### config.mk
export PLATFORM = sky130hd
export DESIGN_NAME = fb_write_scheduler_flat
export DESIGN_NICKNAME = d
export VERILOG_FILES = /design/src/rtl/fb_write_scheduler_if.sv /design/src/rtl/fb_write_scheduler.sv /design/src/flat_wrapper.sv
export SDC_FILE = /design/constraint.sdc
export NUM_CORES = 1
export LEC_CHECK = 0
export ABC_CLOCK_PERIOD_IN_PS = 3000
export BUFFER_PORTS_ARGS = -buffer_cell sky130_fd_sc_hd__buf_2
export CORE_ASPECT_RATIO = 1.2
export CORE_MARGIN = 2
export CORE_UTILIZATION = 54
export CTS_CLUSTER_DIAMETER = 150
export CTS_CLUSTER_SIZE = 16
export DETAILED_ROUTE_END_ITERATION = 10
export GPL_TIMING_DRIVEN = 0
export PLACE_DENSITY = 0.76
export SLEW_MARGIN = 40
export SYNTH_ARGS = -nofsm -noshare
export SYNTH_HDL_FRONTEND = slang
export SYNTH_SLANG_ARGS = --single-unit
export TNS_END_PERCENT = 100
### constraint.sdc
create_clock -name clk -period 3 [get_ports clk]
set_clock_uncertainty 0.05 [all_clocks]
set_input_delay 0.6 -clock clk [delete_from_list [all_inputs] [get_ports clk]]
set_output_delay 0.6 -clock clk [all_outputs]
set_load 0.005 [all_outputs]
### src/rtl/fb_write_scheduler_if.sv
// Pixel-in / framebuffer-write-port bundle for fb_write_scheduler.
// master: engine + driver side; slave: the scheduler.
interface fb_write_scheduler_if;
   logic        pix_valid_in;
   logic [3:0]  pix_data_in;
   logic        pix_ready_out;
   logic        frame_start_in;
   logic        fb_read_in;
   logic [3:0]  fb_write_data_out;
   logic        fb_write_out;
   logic        fb_reset_write_ptr_out;
   logic        fb_wrote_data_in;
   logic        busy_out;
   logic        frame_done_out;
   logic [16:0] pixel_count_out;
   logic        err_out;

   modport master (
      output pix_valid_in, pix_data_in, frame_start_in, fb_read_in, fb_wrote_data_in,
      input  pix_ready_out, fb_write_data_out, fb_write_out, fb_reset_write_ptr_out,
      input  busy_out, frame_done_out, pixel_count_out, err_out
   );

   modport slave (
      input  pix_valid_in, pix_data_in, frame_start_in, fb_read_in, fb_wrote_data_in,
      output pix_ready_out, fb_write_data_out, fb_write_out, fb_reset_write_ptr_out,
      output busy_out, frame_done_out, pixel_count_out, err_out
   );
endinterface

### src/rtl/fb_write_scheduler.sv
// Buffers engine pixels and sequences them into the framebuffer write port.
// Optional echo check enabled by defining FB_ACK_CHECK_EN.
module fb_write_scheduler #(
   parameter int unsigned FIFO_DEPTH    = 4,
   parameter int unsigned FRAME_PIXELS  = 76800,
   parameter int unsigned STROBE_CYCLES = 2,
   parameter int unsigned GAP_CYCLES    = 2
) (
   input  logic                 clk,
   input  logic                 rst_n,
   fb_write_scheduler_if.slave  bus
);

   localparam int unsigned AW   = (FIFO_DEPTH > 1) ? $clog2(FIFO_DEPTH) : 1;
   localparam int unsigned CMAX = (STROBE_CYCLES > GAP_CYCLES) ? STROBE_CYCLES : GAP_CYCLES;
   localparam int unsigned CW   = $clog2(CMAX + 1);

   localparam logic [AW:0]   FifoFull   = (AW + 1)'(FIFO_DEPTH);
   localparam logic [16:0]   LastCount  = 17'(FRAME_PIXELS - 1);
   localparam logic [CW-1:0] StrobeLast = CW'(STROBE_CYCLES - 1);
   localparam logic [CW-1:0] GapLast    = CW'(GAP_CYCLES - 1);

   typedef enum logic [2:0] {
      StIdle,
      StPtrRst,
      StSetup,
      StStrobe,
      StAck,
      StGap
   } state_e;

   // FIFO storage and pointers
   logic [3:0]    mem [FIFO_DEPTH];
   logic [AW-1:0] wr_ptr_q, rd_ptr_q;
   logic [AW:0]   fifo_cnt_q;
   logic          fifo_ne_q;
   logic          push, pop, pix_ready, head_avail;

   // FSM and datapath state
   state_e        state_q, state_d;
   logic [CW-1:0] cnt_q, cnt_d;
   logic [3:0]    data_q, data_d;
   logic          pend_rst_q, pend_rst_d;
   logic          uncounted_q, uncounted_d;
   logic [16:0]   pix_cnt_q, pix_cnt_d;
   logic          frame_done_q, frame_done_d;
   logic          ack_seen_q, ack_seen_d;
   logic          ack_first_q, ack_first_d;
   logic          count_event;

   assign pix_ready = (fifo_cnt_q != FifoFull);
   assign push      = bus.pix_valid_in && pix_ready && !bus.frame_start_in;
   // Non-empty as seen by the FSM trails the push by a cycle; the live count
   // masks a stale flag after a pop or flush.
   assign head_avail = fifo_ne_q && (fifo_cnt_q != '0);

   always_ff @(posedge clk) begin
      if (push) begin
         mem[wr_ptr_q] <= bus.pix_data_in;
      end
   end

   always_ff @(posedge clk or negedge rst_n) begin
      if (!rst_n) begin
         wr_ptr_q   <= '0;
         rd_ptr_q   <= '0;
         fifo_cnt_q <= '0;
         fifo_ne_q  <= 1'b0;
      end else if (bus.frame_start_in) begin
         wr_ptr_q   <= '0;
         rd_ptr_q   <= '0;
         fifo_cnt_q <= '0;
         fifo_ne_q  <= 1'b0;
      end else begin
         if (push) wr_ptr_q <= wr_ptr_q + 1'b1;
         if (pop)  rd_ptr_q <= rd_ptr_q + 1'b1;
         case ({push, pop})
            2'b10:   fifo_cnt_q <= fifo_cnt_q + 1'b1;
            2'b01:   fifo_cnt_q <= fifo_cnt_q - 1'b1;
            default: fifo_cnt_q <= fifo_cnt_q;
         endcase
         fifo_ne_q <= (fifo_cnt_q != '0);
      end
   end

   always_comb begin
      state_d      = state_q;
      cnt_d        = cnt_q;
      data_d       = data_q;
      pend_rst_d   = pend_rst_q;
      uncounted_d  = uncounted_q;
      pix_cnt_d    = pix_cnt_q;
      frame_done_d = 1'b0;
      ack_seen_d   = ack_seen_q;
      ack_first_d  = ack_first_q;
      pop          = 1'b0;
      count_event  = 1'b0;

      unique case (state_q)
         StIdle: begin
            if (pend_rst_q) begin
               state_d    = StPtrRst;
               cnt_d      = '0;
               pend_rst_d = 1'b0;
            end else if (head_avail && !bus.fb_read_in && !bus.frame_start_in) begin
               state_d     = StSetup;
               pop         = 1'b1;
               data_d      = mem[rd_ptr_q];
               uncounted_d = 1'b0;
            end
         end
         StPtrRst: begin
            if (cnt_q == StrobeLast) begin
               state_d = StGap;
               cnt_d   = '0;
            end else begin
               cnt_d = cnt_q + 1'b1;
            end
         end
         StSetup: begin
            state_d    = StStrobe;
            cnt_d      = '0;
            ack_seen_d = 1'b0;
         end
         StStrobe: begin
            if (bus.fb_wrote_data_in) ack_seen_d = 1'b1;
            if (cnt_q == StrobeLast) begin
               state_d     = StAck;
               ack_first_d = 1'b1;
            end else begin
               cnt_d = cnt_q + 1'b1;
            end
         end
         StAck: begin
            ack_first_d = 1'b0;
            if (bus.fb_wrote_data_in && ack_first_q) ack_seen_d = 1'b1;
            // Echo trails the strobe by a cycle; leave once it has dropped.
            if (!bus.fb_wrote_data_in) begin
               state_d     = StGap;
               cnt_d       = '0;
               count_event = 1'b1;
            end
         end
         StGap: begin
            if (cnt_q == GapLast) begin
               state_d = StIdle;
            end else begin
               cnt_d = cnt_q + 1'b1;
            end
         end
         default: state_d = StIdle;
      endcase

      if (count_event && !uncounted_q) begin
         if (pix_cnt_q == LastCount) begin
            pix_cnt_d    = '0;
            frame_done_d = 1'b1;
            pend_rst_d   = 1'b1;
         end else begin
            pix_cnt_d = pix_cnt_q + 17'd1;
         end
      end

      // Frame restart wins over both a completing write and an end-of-frame.
      if (bus.frame_start_in) begin
         pix_cnt_d    = '0;
         frame_done_d = 1'b0;
         pend_rst_d   = 1'b1;
         uncounted_d  = 1'b1;
      end
   end

   always_ff @(posedge clk or negedge rst_n) begin
      if (!rst_n) begin
         state_q      <= StIdle;
         cnt_q        <= '0;
         data_q       <= '0;
         pend_rst_q   <= 1'b1;
         uncounted_q  <= 1'b0;
         pix_cnt_q    <= '0;
         frame_done_q <= 1'b0;
         ack_seen_q   <= 1'b0;
         ack_first_q  <= 1'b0;
      end else begin
         state_q      <= state_d;
         cnt_q        <= cnt_d;
         data_q       <= data_d;
         pend_rst_q   <= pend_rst_d;
         uncounted_q  <= uncounted_d;
         pix_cnt_q    <= pix_cnt_d;
         frame_done_q <= frame_done_d;
         ack_seen_q   <= ack_seen_d;
         ack_first_q  <= ack_first_d;
      end
   end

`ifdef FB_ACK_CHECK_EN
   logic err_q;

   // Echo must have been seen during STROBE or the first ACK cycle.
   always_ff @(posedge clk or negedge rst_n) begin
      if (!rst_n) begin
         err_q <= 1'b0;
      end else if (count_event && !ack_seen_q) begin
         err_q <= 1'b1;
      end
   end

   assign bus.err_out = err_q;
`else
   assign bus.err_out = 1'b0;
`endif

   assign bus.pix_ready_out          = pix_ready;
   assign bus.fb_write_data_out      = data_q;
   assign bus.fb_write_out           = (state_q == StStrobe);
   assign bus.fb_reset_write_ptr_out = (state_q == StPtrRst);
   assign bus.busy_out               = (state_q != StIdle);
   assign bus.frame_done_out         = frame_done_q;
   assign bus.pixel_count_out        = pix_cnt_q;

endmodule

### src/flat_wrapper.sv
// flat-port wrapper written by rule: the top's interface ports become plain ports
module fb_write_scheduler_flat 
#(
   parameter int unsigned FIFO_DEPTH    = 4,
   parameter int unsigned FRAME_PIXELS  = 76800,
   parameter int unsigned STROBE_CYCLES = 2,
   parameter int unsigned GAP_CYCLES    = 2
)
  (clk, rst_n, bus_pix_valid_in, bus_pix_data_in, bus_frame_start_in, bus_fb_read_in, bus_fb_wrote_data_in, bus_pix_ready_out, bus_fb_write_data_out, bus_fb_write_out, bus_fb_reset_write_ptr_out, bus_busy_out, bus_frame_done_out, bus_pixel_count_out, bus_err_out);
  fb_write_scheduler_if bus_i ();
  input  logic clk;
  input  logic rst_n;
  input wire logic [$bits(bus_i.pix_valid_in)-1:0] bus_pix_valid_in;
  input wire logic [$bits(bus_i.pix_data_in)-1:0] bus_pix_data_in;
  input wire logic [$bits(bus_i.frame_start_in)-1:0] bus_frame_start_in;
  input wire logic [$bits(bus_i.fb_read_in)-1:0] bus_fb_read_in;
  input wire logic [$bits(bus_i.fb_wrote_data_in)-1:0] bus_fb_wrote_data_in;
  output wire logic [$bits(bus_i.pix_ready_out)-1:0] bus_pix_ready_out;
  output wire logic [$bits(bus_i.fb_write_data_out)-1:0] bus_fb_write_data_out;
  output wire logic [$bits(bus_i.fb_write_out)-1:0] bus_fb_write_out;
  output wire logic [$bits(bus_i.fb_reset_write_ptr_out)-1:0] bus_fb_reset_write_ptr_out;
  output wire logic [$bits(bus_i.busy_out)-1:0] bus_busy_out;
  output wire logic [$bits(bus_i.frame_done_out)-1:0] bus_frame_done_out;
  output wire logic [$bits(bus_i.pixel_count_out)-1:0] bus_pixel_count_out;
  output wire logic [$bits(bus_i.err_out)-1:0] bus_err_out;
  assign bus_i.pix_valid_in = bus_pix_valid_in;
  assign bus_i.pix_data_in = bus_pix_data_in;
  assign bus_i.frame_start_in = bus_frame_start_in;
  assign bus_i.fb_read_in = bus_fb_read_in;
  assign bus_i.fb_wrote_data_in = bus_fb_wrote_data_in;
  assign bus_pix_ready_out = bus_i.pix_ready_out;
  assign bus_fb_write_data_out = bus_i.fb_write_data_out;
  assign bus_fb_write_out = bus_i.fb_write_out;
  assign bus_fb_reset_write_ptr_out = bus_i.fb_reset_write_ptr_out;
  assign bus_busy_out = bus_i.busy_out;
  assign bus_frame_done_out = bus_i.frame_done_out;
  assign bus_pixel_count_out = bus_i.pixel_count_out;
  assign bus_err_out = bus_i.err_out;
  fb_write_scheduler #(.FIFO_DEPTH(FIFO_DEPTH), .FRAME_PIXELS(FRAME_PIXELS), .STROBE_CYCLES(STROBE_CYCLES), .GAP_CYCLES(GAP_CYCLES)) u_core (.clk(clk), .rst_n(rst_n), .bus(bus_i));
endmodule
==> metrics.txt, run 1 <==
status=completed; nets=298; Layout fillers=386; PwrDens=489 mW/mm²; dpl cells=331; pre-CTS WS=0.266 ns; commonest non-fill, non-tap cell in the layout=dfrtp_1; layout cells sized above 1=0.217; IO Count=37; Max-cap violations=0; CTS root buf=clkbuf_8; core area=0.00463 mm²; fin util=0.639; startpoint types=input pin; TritonRoute pass-1 iters=4; min Tclk post-route=2.39 ns; worst skew pair latency=0.31 ns; RSZ-0062 raised after global routing=no; dpl hpwl=3710 µm; site row count=27; WS Path Type=input pin to flip-flop; DR DRC count=0; Fin. Hold Viols=0; CTS max path bufs=2; Antenna Nets Post-Route=0; initial antenna violation count=0; CTS buffer count=5; Crit Path Max Fanout=10; CTS tree=yes; global placement routability congestion=0.790; first-pass GRT wire length=8400 µm; CP endpoint kind=flip-flop; routed len/inst=15.0 µm; final setup fails=0; Die H=80.2 µm; crit share post-route=0.796; Iter 0 DRT Violations=103; CTS Sinks=53; CTS resizes=0; Hold Path Class=input pin to asynchronous set/reset pin; Horiz. Die Dim=67.5 µm; Least-Margin Pin Slew=0.493 ns; Synth area leaders=dfrtp_1, edfxtp_1, nand3_1; clk slew on worst S/H paths=0.10 ns; #FFs+latches synth=53; Slew Viols, Final=0; vias in the first global route=1909; non-filler instance count after layout=339; setup_tns=0 ns; drt via density=5.72; Synth area leader=dfrtp_1; port bufs=35; Seq/Total Area, Yosys=0.538; commonest non-fill, non-tap cells in the layout=dfrtp_1, buf_2, nand2_1; pin count of the biggest net entering global routing=38; syn_area_per_cell=11.0 µm²; Die Footprint=0.00542 mm²; # H-tree levels=2; Synthesis Warnings=0; Slew headroom=0.669; worst vdd ir=529 µV; Yosys top cell area share=0.344; final WL=5090 µm; Arr. time, crit path=2.53 ns; cell area after synthesis=0.00262 mm²; Synth cell types=49; hold buffers post-CTS=0; area delta synth->final=13.2%; cell count after synthesis=238; Starting Density=0.565; Remaining Overflow, GRT=0; static leakage=0.00124 µW; setup bufs post-CTS=0; ANT cells=0; PnR worst setup slack=0.613 ns; number of flops mapped to enable cells by yosys=16; syn_nets=256; maximum clock frequency=419 MHz; ys flop type=dfrtp_1; global-route usage over all layers=0.209; Critical Path RT=3.14 ns; vias post-DR=1939; Synth async-reset ratio=0.698
==> cell type report <==
| class | instances | area [µm²] | area share |
|---|---|---|---|
| multi-input cells | 161 | 1100 | 0.371 |
| flip-flops and latches | 53 | 1410 | 0.476 |
| repair buffers | 35 | 178 | 0.0600 |
| clock inverters | 3 | 25.0 | 0.00846 |
| clock buffers | 5 | 68.8 | 0.0233 |
| inverters | 13 | 48.8 | 0.0165 |
| plain buffers | 11 | 61.3 | 0.0207 |
| well taps | 58 | 72.6 | 0.0245 |
==> flip-flops by register name (all words and copies together), names as in the netlist <==
name,flops
u_core.cnt_q,2
u_core.mem,16
u_core.bus.fb_write_data_out,4
u_core.fifo_cnt_q,3
u_core.bus.pixel_count_out,17
u_core.bus.frame_done_out,1
u_core.rd_ptr_q,2
u_core.wr_ptr_q,2
u_core.uncounted_q,1
u_core.fifo_ne_q,1
u_core.state_q,3
u_core.pend_rst_q,1
==> Yosys cell counts (all sizes together), types with 2 or more instances <==
cell / count
a21oi: 6
a22oi: 3
and2: 6
and3: 2
buf: 5
clkbuf: 6
dfrtp: 36
edfxtp: 16
ha: 7
inv: 13
mux2: 4
mux2i: 2
mux4: 4
nand2: 23
nand2b: 2
nand3: 18
nand3b: 3
nand4: 3
nor2: 18
nor3: 6
nor4: 2
o21a: 2
o21ai: 9
o22ai: 2
o311ai: 4
o31ai: 7
or3: 5
or3b: 2
or4b: 2
xnor2: 5
xor2: 2
==> worst paths after layout <==
kind,from,endpoint,slack [ns],cells past startpoint
setup / recovery,bus_frame_start_in,u_core.fifo_cnt_q[2],0.61,10
hold / removal,rst_n,u_core.bus.pixel_count_out[6],0.18,1
setup reg to reg,u_core.state_q[1],u_core.fifo_cnt_q[2],0.62,10
hold reg to reg,u_core.bus.fb_write_data_out[1],u_core.bus.fb_write_data_out[1],0.46,1
max in group asynchronous,rst_n,u_core.pend_rst_q,2.35,1
min in group clk,bus_pix_data_in[3],u_core.mem[2][3],0.45,1
==> critical path, stage by stage <==
cell and delay [ns]:
buf_2 0.12, or4b_1 0.54, or3_4 0.36, buf_6 0.16, nor2_1 0.13, fa_1 0.20, nand3_1 0.07, mux2i_1 0.16
xnor2_1 0.13, nor2_1 0.05
==> power by group <==
group / total (µW) / switching (µW) / leakage (µW) / internal (µW)
Sequential: 815 / 28.2 / 0.000641 / 787
Clock: 418 / 249 / 0.0000447 / 169
Combinational: 214 / 126 / 0.000553 / 88.1
==> routing by layer <==
layer / track usage / share of wire / up-vias
li1: - / - / 937
met1: 0.256 / 0.43 / 948
met2: 0.358 / 0.50 / 46
met3: 0.0378 / 0.045 / 8
met4: 0.0816 / 0.017 / 0
met5: 0 / 0 / -
==> metrics by stage <==
stage | power [µW] | hold slack [ns] | cell area, µm²
6_report | 1450 | 0.182 | 2960
5_1_grt | 1530 | 0.209 | 2960
4_1_cts | 1460 | 0.194 | 2960
3_5_place_dp | 1050 | 0.442 | 2870
3_3_place_gp | 1040 | 0.436 | 2860
2_1_floorplan | 975 | 0.254 | 2620
==> logic make-up after synthesis <==
group | share of synthesized area
DFF | 0.538
AOI/OAI and AO/OA | 0.105
other | 0.00143
and+or+nand+nor | 0.189
buffers and inverters | 0.0421
adders and majority gates | 0.0411
muxes | 0.0593
xor gates and xnor gates | 0.0234
Power figures use the tool's default switching activity.
==> run 2: changes to the inputs <==
--- a/config.mk
+++ b/config.mk
@@ -5,11 +5,12 @@
 export SDC_FILE = /design/constraint.sdc
 export NUM_CORES = 1
 export LEC_CHECK = 0
-export ABC_CLOCK_PERIOD_IN_PS = 3000
+export ABC_AREA = 1
+export ABC_CLOCK_PERIOD_IN_PS = 1950
 export BUFFER_PORTS_ARGS = -buffer_cell sky130_fd_sc_hd__buf_2
 export CORE_ASPECT_RATIO = 1.2
 export CORE_MARGIN = 2
-export CORE_UTILIZATION = 54
+export CORE_UTILIZATION = 52
 export CTS_CLUSTER_DIAMETER = 150
 export CTS_CLUSTER_SIZE = 16
 export DETAILED_ROUTE_END_ITERATION = 10
==> constraint.sdc (replaced) <==
create_clock -name clk -period 1.95 [get_ports clk]
set_clock_uncertainty 0.05 [all_clocks]
set_input_delay 0.39 -clock clk [delete_from_list [all_inputs] [get_ports clk]]
set_output_delay 0.39 -clock clk [all_outputs]
set_load 0.005 [all_outputs]
==> run 2 against run 1 <==
  * Synthesized cell count up 44%
  * Total power up 77%
  * Via count up 25%
  * Largest power group unchanged
  * Worst setup slack worse by 0.51 ns
==> metrics.txt, run 2 <==
CTS Sinks=53; global-route usage over all layers=0.207; area delta synth->final=15.2%; syn_nets=361; compound-gate portion of the synthesized area=0.0853; final WL=5800 µm; worst vdd ir=389 µV; routed len/inst=12.8 µm; critical path, cell by cell=nor2_2 -> nand2_1 -> inv_1 -> nor2_1 -> nand3_2 -> inv_1 -> fa_2 -> xnor2_2 -> inv_1 -> nand2_1 -> nand2_1 -> nand3_1 -> nand2_1; Crit path max-delay family=simple AND/OR/NAND/NOR gates; Horiz. Die Dim=71.7 µm; Antenna Nets Post-Route=0; Synth async-reset ratio=0.698; # H-tree levels=2; commonest non-fill, non-tap cells in the layout=nand2_1, inv_1, nor2_1; cell area after synthesis=0.00286 mm²; CP max-delay cell=dfrtp_1; Synth area leader=dfrtp_1; port bufs=35; top post-synthesis cells by count=nand2_1, nor2_1, inv_1; CP endpoint kind=flip-flop; DR DRC count=0; TritonRoute pass-1 iters=5; Die Footprint=0.00611 mm²; Max-cap violations=0; Arr. time, crit path=2.01 ns; global placement routability congestion=0.892; Placed Area=0.00311 mm²; #FFs+latches synth=53; layout cells sized above 1=0.206; Simple-Gate Fraction of Synth Area=0.292; CTS max path bufs=2; Worst path depth=13; Iter 0 DRT Violations=100; Seq/Total Area, Yosys=0.492; Die H=85.2 µm; IO Count=37; number of flops mapped to enable cells by yosys=16; FF-to-FF path depth=13; Starting Density=0.540; ys flop type=dfrtp_1; largest family of logic cells by synthesized area=simple AND/OR/NAND/NOR gates; CTS tree=yes; hold_ws=0.224 ns; Critical Path RT=2.11 ns; dpl hpwl=4270 µm; WS Path Type=flip-flop to flip-flop; nets=410; vias in the first global route=2271; commonest non-fill, non-tap cell in the layout=nand2_1; site row count=29; Hold Path Class=input pin to flip-flop; Synth cell types=37; mux cell area share after synthesis=0; static leakage=0.00165 µW; Layout fillers=461; syn_area_per_cell=8.34 µm²; Critical path origin=u_core.fifo_cnt_q[1]; CTS buffer count=5; CP max stage delay=0.41 ns; Slew Viols, Final=0; final setup fails=0; worst r2r src=u_core.fifo_cnt_q[1]; top-count cell post-synth=nand2_1; Synth area leaders=dfrtp_1, edfxtp_1, nand2_1; ANT cells=0; first-pass GRT wire length=10100 µm; core area=0.00530 mm²; startpoint types=flip-flop; r2r setup slk=0.10 ns; CTS root buf=clkbuf_8; drt via density=5.33; Post-Synth Adder-Cell Area=0.0376; status=completed; cell count after synthesis=343; WP buf/inv=3; register area=0.00141 mm²; Yosys top cell area share=0.315; maximum clock frequency=541 MHz; PwrDens=777 mW/mm²; vias post-DR=2427; crit share post-route=0.948; Crit Path Max Fanout=3; Remaining Overflow, GRT=0; pin count of the biggest net entering global routing=38; xor/xnor share of the synthesized area=0.00919; multi-input logic area=0.00124 mm²; cell mode on critical path=nand2_1; Fin. Hold Viols=0; CP Capture Point=u_core.fifo_cnt_q[2]; min Tclk post-route=1.85 ns; clk slew on worst S/H paths=0.10 ns; max reg flops=17; initial antenna violation count=0; post-route cell area=0.00329 mm²; reg2reg end=u_core.fifo_cnt_q[2]; worst skew pair latency=0.31 ns; Synthesis Warnings=0
## run 2: timing repair
item                                    in CTS  in global routing
endpoints found under the hold margin       26                  0
gates resized for setup                      5                  4
endpoints found under the setup margin       1                  1
hold buffers                                 1                  0
buffers inserted                             2                  4
pin swaps                                    0                  4
## run 2: cell families after synthesis
group | after synthesis
adders and majority gates | 8
xor gates and xnor gates | 3
other | 1
AOI/OAI and AO/OA | 43
DFF | 53
and+or+nand+nor | 180
buffers and inverters | 55
## run 2: cell type report
class / count / share of cell area
Clock inverter: 3 / 0.00760
Tap cell: 62 / 0.0235
Sequential cell: 53 / 0.428
Clock buffer: 5 / 0.0209
Buffer: 6 / 0.0137
Multi-Input combinational cell: 235 / 0.378
Timing Repair Buffer: 42 / 0.0706
Inverter: 49 / 0.0573
## run 2: worst min path at each step
stage	slack (ns)	endpoint	cells after the start	startpoint
global route	0.22	u_core.fifo_ne_q	2	bus_frame_start_in
finish	0.22	u_core.fifo_ne_q	2	bus_frame_start_in
CTS	0.22	u_core.fifo_ne_q	2	bus_frame_start_in
floorplan	0.04	u_core.bus.fb_write_data_out[0]	0	rst_n
detailed placement	0.34	u_core.fifo_cnt_q[0]	1	rst_n
global placement	0.41	u_core.pend_rst_q	2	u_core.pend_rst_q
## run 2: per-stage QoR
stage / std cells / utilization / power (µW) / setup WS [ns] / setup TNS [ns]
6_report: 455 / 0.622 / 2560 / 0.101 / 0
4_1_cts: 451 / 0.614 / 2570 / 0.0168 / 0
3_5_place_dp: 440 / 0.588 / 1890 / -0.235 / -0.235
2_1_floorplan: 343 / - / 1740 / 0.0646 / 0
5_1_grt: 455 / 0.622 / 2710 / -0.0198 / -0.0198
3_3_place_gp: 440 / 0.587 / 1870 / -0.189 / -0.189
## run 2: worst register-to-register path, cell delays in order, from the launching register on
cell and delay [ns]:
dfrtp_1 0.41, nor2_2 0.16, nand2_1 0.09, inv_1 0.07
nor2_1 0.05, nand3_2 0.09, inv_1 0.06, fa_2 0.35
xnor2_2 0.16, inv_1 0.05, nand2_1 0.06, nand2_1 0.05
nand3_1 0.06, nand2_1 0.05
## run 2: per-layer routing
metal	wire length (µm)	track usage	part of all wire	vias up
met1	2380	0.253	0.41	1134
met5	0	0	0	-
met2	3040	0.372	0.52	72
met3	281	0.0344	0.048	12
met4	107	0.0617	0.018	0
li1	-	-	-	1209
## run 2: report_power, final
part	leakage (µW)	internal [µW]	switching, µW
combinational	0.000968	232	355
sequential	0.000635	1250	71.6
clock	0.0000452	262	388
total	0.00165	1750	815
==> run 3: changes to the inputs <==
--- a/config.mk
+++ b/config.mk
@@ -6,8 +6,9 @@
 export NUM_CORES = 1
 export LEC_CHECK = 0
 export ABC_AREA = 1
-export ABC_CLOCK_PERIOD_IN_PS = 1950
+export ABC_CLOCK_PERIOD_IN_PS = 1500
 export BUFFER_PORTS_ARGS = -buffer_cell sky130_fd_sc_hd__buf_2
+export CAP_MARGIN = 20
 export CORE_ASPECT_RATIO = 1.2
 export CORE_MARGIN = 2
 export CORE_UTILIZATION = 52
==> constraint.sdc (replaced) <==
create_clock -name clk -period 1.5 [get_ports clk]
set_clock_uncertainty 0.05 [all_clocks]
set_input_delay 0.3 -clock clk [delete_from_list [all_inputs] [get_ports clk]]
set_output_delay 0.3 -clock clk [all_outputs]
set_load 0.005 [all_outputs]
==> run 3 against run 2 <==
  * Combinational power grew 130%
  * Fmax shrank 0.44%
  * Critical endpoint unchanged
  * Largest cell class is now multi-input gates
  * Highest routed layer unchanged
  * Via count grew 9.7%
  * The flow now finishes with violations (negative setup slack)
  * Routed wire length grew 24%
  * Final cell count grew 7.7%
==> metrics.txt, run 3 (synthesis results as in run 2) <==
fin util=0.737; Die H=85.2 µm; CTS Sinks=53; vias post-DR=2663; DR DRC count=0; Fin. Hold Viols=0; commonest non-fill, non-tap cell in the layout=nand2_1; CP max stage delay=0.41 ns; Remaining Overflow, GRT=0; Iter 0 DRT Violations=108; Crit path max-delay family=simple AND/OR/NAND/NOR gates; Layout fillers=369; TritonRoute pass-1 iters=4; Least-Margin Pin Slew=0.517 ns; area delta synth->final=36.6%; initial antenna violation count=0; final setup fails=29; status=complete, but fails checks; layout cells sized above 1=0.386; pin count of the biggest net entering global routing=38; CTS root buf=clkbuf_8; CTS buffer count=5; startpoint types=flip-flop; IO Count=37; FF-to-FF path depth=13; Slew headroom=0.655; global-route usage over all layers=0.234; worst vdd ir=887 µV; drt via density=5.43; r2r setup slk=-0.36 ns; Critical Path RT=1.67 ns; dpl hpwl=4260 µm; WP buf/inv=3; cell mode on critical path=nand2_1; core area=0.00530 mm²; site row count=29; worst r2r src=u_core.fifo_cnt_q[0]; Horiz. Die Dim=71.7 µm; min Tclk post-route=1.86 ns; CTS max path bufs=2; port bufs=35; first-pass GRT wire length=11400 µm; WS Path Type=flip-flop to flip-flop; final WL=7180 µm; static leakage=0.00191 µW; Critical path origin=u_core.fifo_cnt_q[0]; CP endpoint kind=flip-flop; reg2reg end=u_core.fifo_cnt_q[2]; Worst Hold Depth=2; crit share post-route=1.24; max reg flops=17; Starting Density=0.540; critical path, cell by cell=nor2_2 -> nand2_2 -> inv_2 -> nor2_2 -> nand3_4 -> inv_2 -> fa_2 -> xnor2_2 -> inv_1 -> nand2_1 -> nand2_1 -> nand3_1 -> nand2_1; Arr. time, crit path=2.02 ns; PwrDens=1010 mW/mm²; Slew Viols, Final=0; nets=445; global placement routability congestion=0.892; worst skew pair latency=0.32 ns; CP max-delay cell=dfrtp_1; routed len/inst=14.6 µm; CTS tree=yes; PnR worst setup slack=-0.357 ns; Hold Path Class=input pin to flip-flop; RSZ-0062 raised after global routing=yes; worst hold path endpoint=u_core.fifo_ne_q; Max-cap violations=0; Crit Path Max Fanout=2; # H-tree levels=2; Antenna Nets Post-Route=0; hold path start=bus_frame_start_in; failing checks=negative setup slack; vias in the first global route=2459; Die Footprint=0.00611 mm²; clk slew on worst S/H paths=0.10 ns; setup_tns=-2.44 ns; maximum clock frequency=538 MHz; ANT cells=0; commonest non-fill, non-tap cells in the layout=nand2_1, inv_1, nor2_1
==> run 3: cell count changes in the layout (fill, tap and decap cells not counted), moves of 6 or more <==
cell	previous run	this run
nand3_1	26	19
inv_1	44	38
nand2_2	4	11
nand2_1	79	65
nor2_1	44	36
o21ai_0	23	11
o21ai_1	4	11
buf_6	2	17
nand2_4	1	7
buf_4	9	30
==> run 3: layer usage <==
| metal | share of wire | GRT usage | vias up |
|---|---|---|---|
| li1 | - | - | 1284 |
| met2 | 0.54 | 0.407 | 83 |
| met1 | 0.38 | 0.297 | 1274 |
| met5 | 0 | 0 | - |
| met4 | 0.033 | 0.0892 | 0 |
| met3 | 0.039 | 0.0297 | 22 |
==> run 3: cell type report <==
type / instances / area (µm²) / share of cell area
inverters: 49 / 203 / 0.0519
flip-flops and latches: 53 / 1410 / 0.362
clock inverters: 3 / 26.3 / 0.00673
multi-input cells: 235 / 1500 / 0.385
well taps: 62 / 77.6 / 0.0199
repair buffers: 78 / 577 / 0.148
plain buffers: 5 / 37.5 / 0.00961
clock buffers: 5 / 68.8 / 0.0176
==> run 3: stage by stage <==
step,hold WS (ns),setup slack [ns],instance area [µm²],std cells,power [µW]
finish,0.143,-0.357,3910,490,3950
global route,0.136,-0.465,3910,490,4150
CTS,0.146,-0.335,3670,483,3680
detailed placement,0.249,-0.408,3150,440,2470
global placement,0.403,-0.340,3150,440,2440
floorplan,-0.0456,-0.240,2890,343,2270
==> run 3: where the power goes <==
part	leakage (µW)	total, µW	switching (µW)	internal (µW)
registers	0.000633	1740	110	1630
logic	0.00124	1360	736	621
clock network	0.0000423	854	514	340
==> run 3: how the worst max path moves through the flow <==
stage / cells past startpoint / slack (ns) / end
after global placement: 12 / -0.34 / u_core.fifo_cnt_q[2]
final: 13 / -0.36 / u_core.fifo_cnt_q[2]
after detailed placement: 12 / -0.41 / u_core.fifo_cnt_q[2]
after CTS: 13 / -0.34 / u_core.fifo_cnt_q[2]
after global routing: 13 / -0.46 / u_core.fifo_cnt_q[2]
after floorplan: 12 / -0.24 / u_core.fifo_cnt_q[2]
==> run 3: repair_timing <==
item                                    4_1_cts  5_1_grt
setup buffers                                40       18
endpoints found under the setup margin       30       37
hold buffers                                  1        0
pin swaps                                    28       36
gates resized for setup                      51       60
gates cloned                                  2        0
endpoints found under the hold margin        36        0
